==> src/rtl/or_reduce_pkg.sv <==
// Shared constants and elaboration-time helpers for the pipelined OR/NOR reduction tree.
package or_reduce_pkg;

    localparam int unsigned DEFAULT_FANIN = 4;

    // Integer power, used to size each tree level.
    function automatic int unsigned or_reduce_pow(input int unsigned base, input int unsigned exp);
        int unsigned acc;
        acc = 1;
        for (int unsigned i = 0; i < exp; i++) begin
            acc = acc * base;
        end
        return acc;
    endfunction

    // Ceiling log base fanin of width, never less than one level.
    function automatic int unsigned or_reduce_levels(input int unsigned width, input int unsigned fanin);
        int unsigned levels;
        int unsigned span;
        levels = 1;
        span   = fanin;
        while (span < width) begin
            span   = span * fanin;
            levels = levels + 1;
        end
        return levels;
    endfunction

    function automatic int unsigned or_reduce_pad_width(input int unsigned width, input int unsigned fanin);
        return or_reduce_pow(fanin, or_reduce_levels(width, fanin));
    endfunction

endpackage

==> src/rtl/or_reduce_node.sv <==
// One FANIN-input OR node of the reduction tree (purely combinational).
module or_reduce_node
    import or_reduce_pkg::*;
#(
    parameter int unsigned FANIN = DEFAULT_FANIN
) (
    input  logic [FANIN-1:0] bits,
    output logic             any
);

    assign any = |bits;

endmodule

==> src/rtl/or_reduce_pipe.sv <==
// Pipelined OR/NOR reduction with a global stall and valid/ready handshake.
// Optional sticky accumulator enabled by defining OR_REDUCE_STICKY_EN.
module or_reduce_pipe
    import or_reduce_pkg::*;
#(
    parameter int unsigned WIDTH = 32,
    parameter int unsigned FANIN = DEFAULT_FANIN
) (
    input  logic             clk,
    input  logic             rst,
    input  logic             in_valid,
    output logic             in_ready,
    input  logic [WIDTH-1:0] in_data,
    input  logic             in_invert,
    output logic             out_valid,
    input  logic             out_ready,
    output logic             out_result
`ifdef OR_REDUCE_STICKY_EN
    ,
    input  logic             sticky_clr,
    output logic             sticky
`endif
);

    localparam int unsigned LEVELS = or_reduce_levels(WIDTH, FANIN);
    localparam int unsigned PAD_W  = or_reduce_pad_width(WIDTH, FANIN);

    logic              stall;
    logic [PAD_W-1:0]  padded;
    logic [LEVELS-1:0] valid_q;
    logic [LEVELS-1:0] inv_src;

    // Whole pipe freezes only when the last stage holds an unaccepted result.
    assign stall    = out_valid & ~out_ready;
    assign in_ready = ~stall;
    assign padded   = PAD_W'(in_data);

    always_ff @(posedge clk) begin
        if (rst) begin
            valid_q <= '0;
        end else if (!stall) begin
            valid_q <= LEVELS'({valid_q, in_valid});
        end
    end

    assign out_valid = valid_q[LEVELS-1];

    // inv_src[k] is the invert flag travelling with the word entering level k.
    if (LEVELS == 1) begin : g_inv_single
        assign inv_src = in_invert;
    end else begin : g_inv_chain
        logic [LEVELS-2:0] inv_q;

        always_ff @(posedge clk) begin
            if (rst) begin
                inv_q <= '0;
            end else if (!stall) begin
                inv_q <= inv_src[LEVELS-2:0];
            end
        end

        assign inv_src = {inv_q, in_invert};
    end

    for (genvar k = 0; k < LEVELS; k++) begin : g_lvl
        localparam int unsigned OUT_W = or_reduce_pow(FANIN, LEVELS - 1 - k);

        logic [OUT_W*FANIN-1:0] src;
        logic [OUT_W-1:0]       red;
        logic [OUT_W-1:0]       q;

        if (k == 0) begin : g_src_in
            assign src = padded;
        end else begin : g_src_prev
            assign src = g_lvl[k-1].q;
        end

        for (genvar n = 0; n < OUT_W; n++) begin : g_node
            or_reduce_node #(
                .FANIN (FANIN)
            ) u_node (
                .bits (src[n*FANIN +: FANIN]),
                .any  (red[n])
            );
        end

        // Final level folds in the invert so the output comes straight from a flop.
        if (k == LEVELS - 1) begin : g_last
            always_ff @(posedge clk) begin
                if (rst) begin
                    q <= '0;
                end else if (!stall) begin
                    q <= red ^ OUT_W'(inv_src[k]);
                end
            end
        end else begin : g_mid
            always_ff @(posedge clk) begin
                if (rst) begin
                    q <= '0;
                end else if (!stall) begin
                    q <= red;
                end
            end
        end
    end

    assign out_result = g_lvl[LEVELS-1].q;

`ifdef OR_REDUCE_STICKY_EN
    // A result accepted in the clearing cycle still lands in sticky.
    always_ff @(posedge clk) begin
        if (rst) begin
            sticky <= 1'b0;
        end else begin
            sticky <= (sticky & ~sticky_clr) | (out_valid & out_ready & out_result);
        end
    end
`endif

endmodule

==> config.mk <==
export PLATFORM = sky130hd
export DESIGN_NAME = or_reduce_pipe
export DESIGN_NICKNAME = d
export VERILOG_FILES = /design/src/rtl/or_reduce_pkg.sv /design/src/rtl/or_reduce_node.sv /design/src/rtl/or_reduce_pipe.sv
export SDC_FILE = /design/constraint.sdc
export NUM_CORES = 1
export LEC_CHECK = 0
export CORE_UTILIZATION = 33
export CTS_CLUSTER_DIAMETER = 200
export CTS_CLUSTER_SIZE = 28
export DETAILED_ROUTE_END_ITERATION = 7
export GPL_TIMING_DRIVEN = 0
export PLACE_DENSITY = 0.74
export SLEW_MARGIN = 20
export SYNTH_ARGS = -nofsm -noshare
export SYNTH_HDL_FRONTEND = slang
export SYNTH_SLANG_ARGS = --single-unit
==> constraint.sdc <==
create_clock -name clk -period 0.9 [get_ports clk]
set_input_delay 0.135 -clock clk [delete_from_list [all_inputs] [get_ports clk]]
set_output_delay 0.135 -clock clk [all_outputs]
set_load 0.01 [all_outputs]
==> metrics.txt <==
CP top delay family=buffers and inverters; P_sw=around 0.36 mW; CP max stage delay=330 ps; RSZ-0062 raised after global routing=yes; Synth Net Count=109; Max Root-Sink Buffers=2; CP Cell Sequence=nor2b_4 > buf_6 > inv_8 > buf_12 > buf_6; CTS clk-pin slew, worst paths=80 ps; die area=2331 um2; net switching share of the total power=approximately 24%; reg-to-reg endpoint=g_lvl[1].q[1]$_SDFFE_PP0N_; top cell type's share of synthesized area=a little under half; worst min path class=input port to flop; vias in the first global route=roughly 650; fin crit period=approximately 1300 ps; status=finished with violations; sequential power share=a little over half; Core Area=1982 um2; setup slack at placement=-802.7 ps; htree depth=1; Max-cap violations=0; DPL Wire Length=1.283 mm; max_slew headroom=69.42%; Hold Startpoint=rst; Layout Skew=3.615 ps; CTS sink cnt=16; hold-critical path depth=2; Req. time, crit path=760 ps; Routed WL=2.051 mm; Clk pwr share=between 20% and 30%; FP Rows=16; largest net degree at the start of global routing=11; Yosys cell types=17; Setup crit start kind=flop; initial antenna violation count=0; port bufs=38; gpl congestion=0.6634; DR iter-0 viols=10; worst-skew pair later-pin latency=280 ps; global-route total usage across every layer=~17%; DRT Pass-1 Iters=4; crit path kind=flop to output port; flops & latches, synth=16; Int Pwr=roughly 1.1 mW; drt via density=4.973; Mapped Cells=72; Routed Antenna Nets=0; fin nets=159; first-pass GRT wire length=2.697 mm; R2R Setup Slk=-330 ps; Antenna diodes=0; crit path max fanout=2; Root Driver=clkbuf_4; slowest CP cell=dfxtp_2; reg2reg start=valid_q[2]$_SDFFE_PP0N_; Die Y=48.29 um; final setup margin=-365.2 ps; failing checks=negative setup slack; DIE WIDTH=48.29 um; Comb power frac=between 20% and 30%; mapped cell area=706.9 um2; clock buffer count from CTS=3; worst r2r path cells=7; period utilization=140.6%; register area share after synthesis=between 40% and 50%; Synth-to-Final Area Change=88.67%; wire per inst=13.95 um; cell taking the most area after synthesis=dfxtp_1; GRT overflow=0; Initial Util=35.67%; final hold viol count=0; fin. max-slew vios=0; Worst IR Drop VDD=~0.00091 V; DR vias=731; cts hold-fix bufs=0; Setup Viol. Count Final=18; synth warn=0; Worst setup EP type=output port; pwr dens=1125 nW/um2; Leakage=approximately 0.53 nW; Max Freq=0.7904 GHz; Mean Syn Cell Area=9.818 um2; TritonCTS clock tree=done; Worst Hold Endpoint=g_inv_chain.inv_q[0]$_SDFFE_PP0N_; share of layout cells above drive strength 1=45.83%; Sum Neg Setup Slack=-4842 ps; Tightest Pin Transition=about 460 ps; utilization after layout=67.30%; CP dominant cell by count=buf_6; Hold WS=around 240 ps; Buffers & Inverters on Critical Path=4; Synth area leaders=dfxtp_1 (45%), o41ai_2 (12%), nand2_1 (10%); crit path DAT=1130 ps; I/O pins=40; drc violations=0
flip-flops by register name, summed over array words and instances (netlist names):
| name | count |
|---|---|
| valid_q | 3 |
| out_result | 1 |
| g_lvl.q | 10 |
| g_inv_chain.inv_q | 2 |
power by group through the flow:
stage	Combinational (mW)	Clock (mW)	Sequential (mW)
after CTS	0.297	0.359	0.789
after global placement	0.279	0	0.799
after floorplan	0.0925	0	0.798
after global routing	0.368	0.398	0.806
after detailed placement	0.287	0	0.802
final	0.342	0.359	0.800
through the flow:
stage	cell area (um2)	power, mW	std cells
floorplan	708.2	0.8903	72
global placement	1122	1.078	137
detailed placement	1122	1.089	137
CTS	1192	1.445	144
global route	1334	1.572	147
finish	1334	1.500	147
synth_stat cells:
master	instances
clkbuf_1	1
nor2b_4	1
a21oi_2	5
buf_4	1
buf_12	1
dfxtp_1	16
or3_1	1
nor2_1	2
a21oi_1	10
buf_6	1
buf_2	1
o41ai_2	5
inv_8	1
nand3_1	1
nand2_1	19
o41ai_1	5
o21ai_0	1
cell usage in the layout, fill, tap and decap left out, drive strengths merged:
master / count
o21ai: 1
nor2: 2
nand2: 19
clkbuf: 4
o41ai: 10
inv: 1
nand3: 1
dlygate4sd2: 1
nor2b: 1
clkdlybuf4s50: 35
buf: 13
or3: 1
a21oi: 15
dfxtp: 16
logic make-up after synthesis:
family	after synthesis	share of synthesized area, %
buffers and inverters	6	8.318
AOI/OAI and AO/OA	26	31.68
and+or+nand+nor	24	14.69
DFF	16	45.31
worst max-delay path by stage:
stage          slack (ps)                          to               startpoint  depth (start not counted)
2_1_floorplan        -120  g_lvl[0].q[4]$_SDFFE_PP0N_  valid_q[2]$_SDFFE_PP0N_                          6
3_3_place_gp         -780                    in_ready                out_ready                          6
3_5_place_dp         -800                    in_ready                out_ready                          6
4_1_cts              -350                    in_ready  valid_q[2]$_SDFFE_PP0N_                          5
5_1_grt              -400                    in_ready  valid_q[2]$_SDFFE_PP0N_                          5
6_report             -370                    in_ready  valid_q[2]$_SDFFE_PP0N_                          5
timing repair:
item	in CTS	in global routing
cloned	1	0
pin swaps	2	6
endpoints found under the hold margin	0	0
setup buffers	3	4
resized for setup	16	33
setup endpoints to repair	19	19
routing by layer:
layer	share of wire, %	vias up	global-route usage, %
li1	-	355	-
met1	39	343	19.95
met2	55	29	28.80
met3	5.1	4	6.296
met4	1.6	0	5.556
met5	0	-	0
final cells by class:
cell class / count / area [um2]
timing repair buffer: 45 / 465.4
sequential: 16 / 322.8
clock buffer: 3 / 22.52
buffer: 5 / 51.30
multi-input combinational: 50 / 426.7
inverter: 1 / 11.26
fill: 149 / 648.1
tap: 27 / 33.78
No activity file was read; power rests on OpenSTA's default activity.
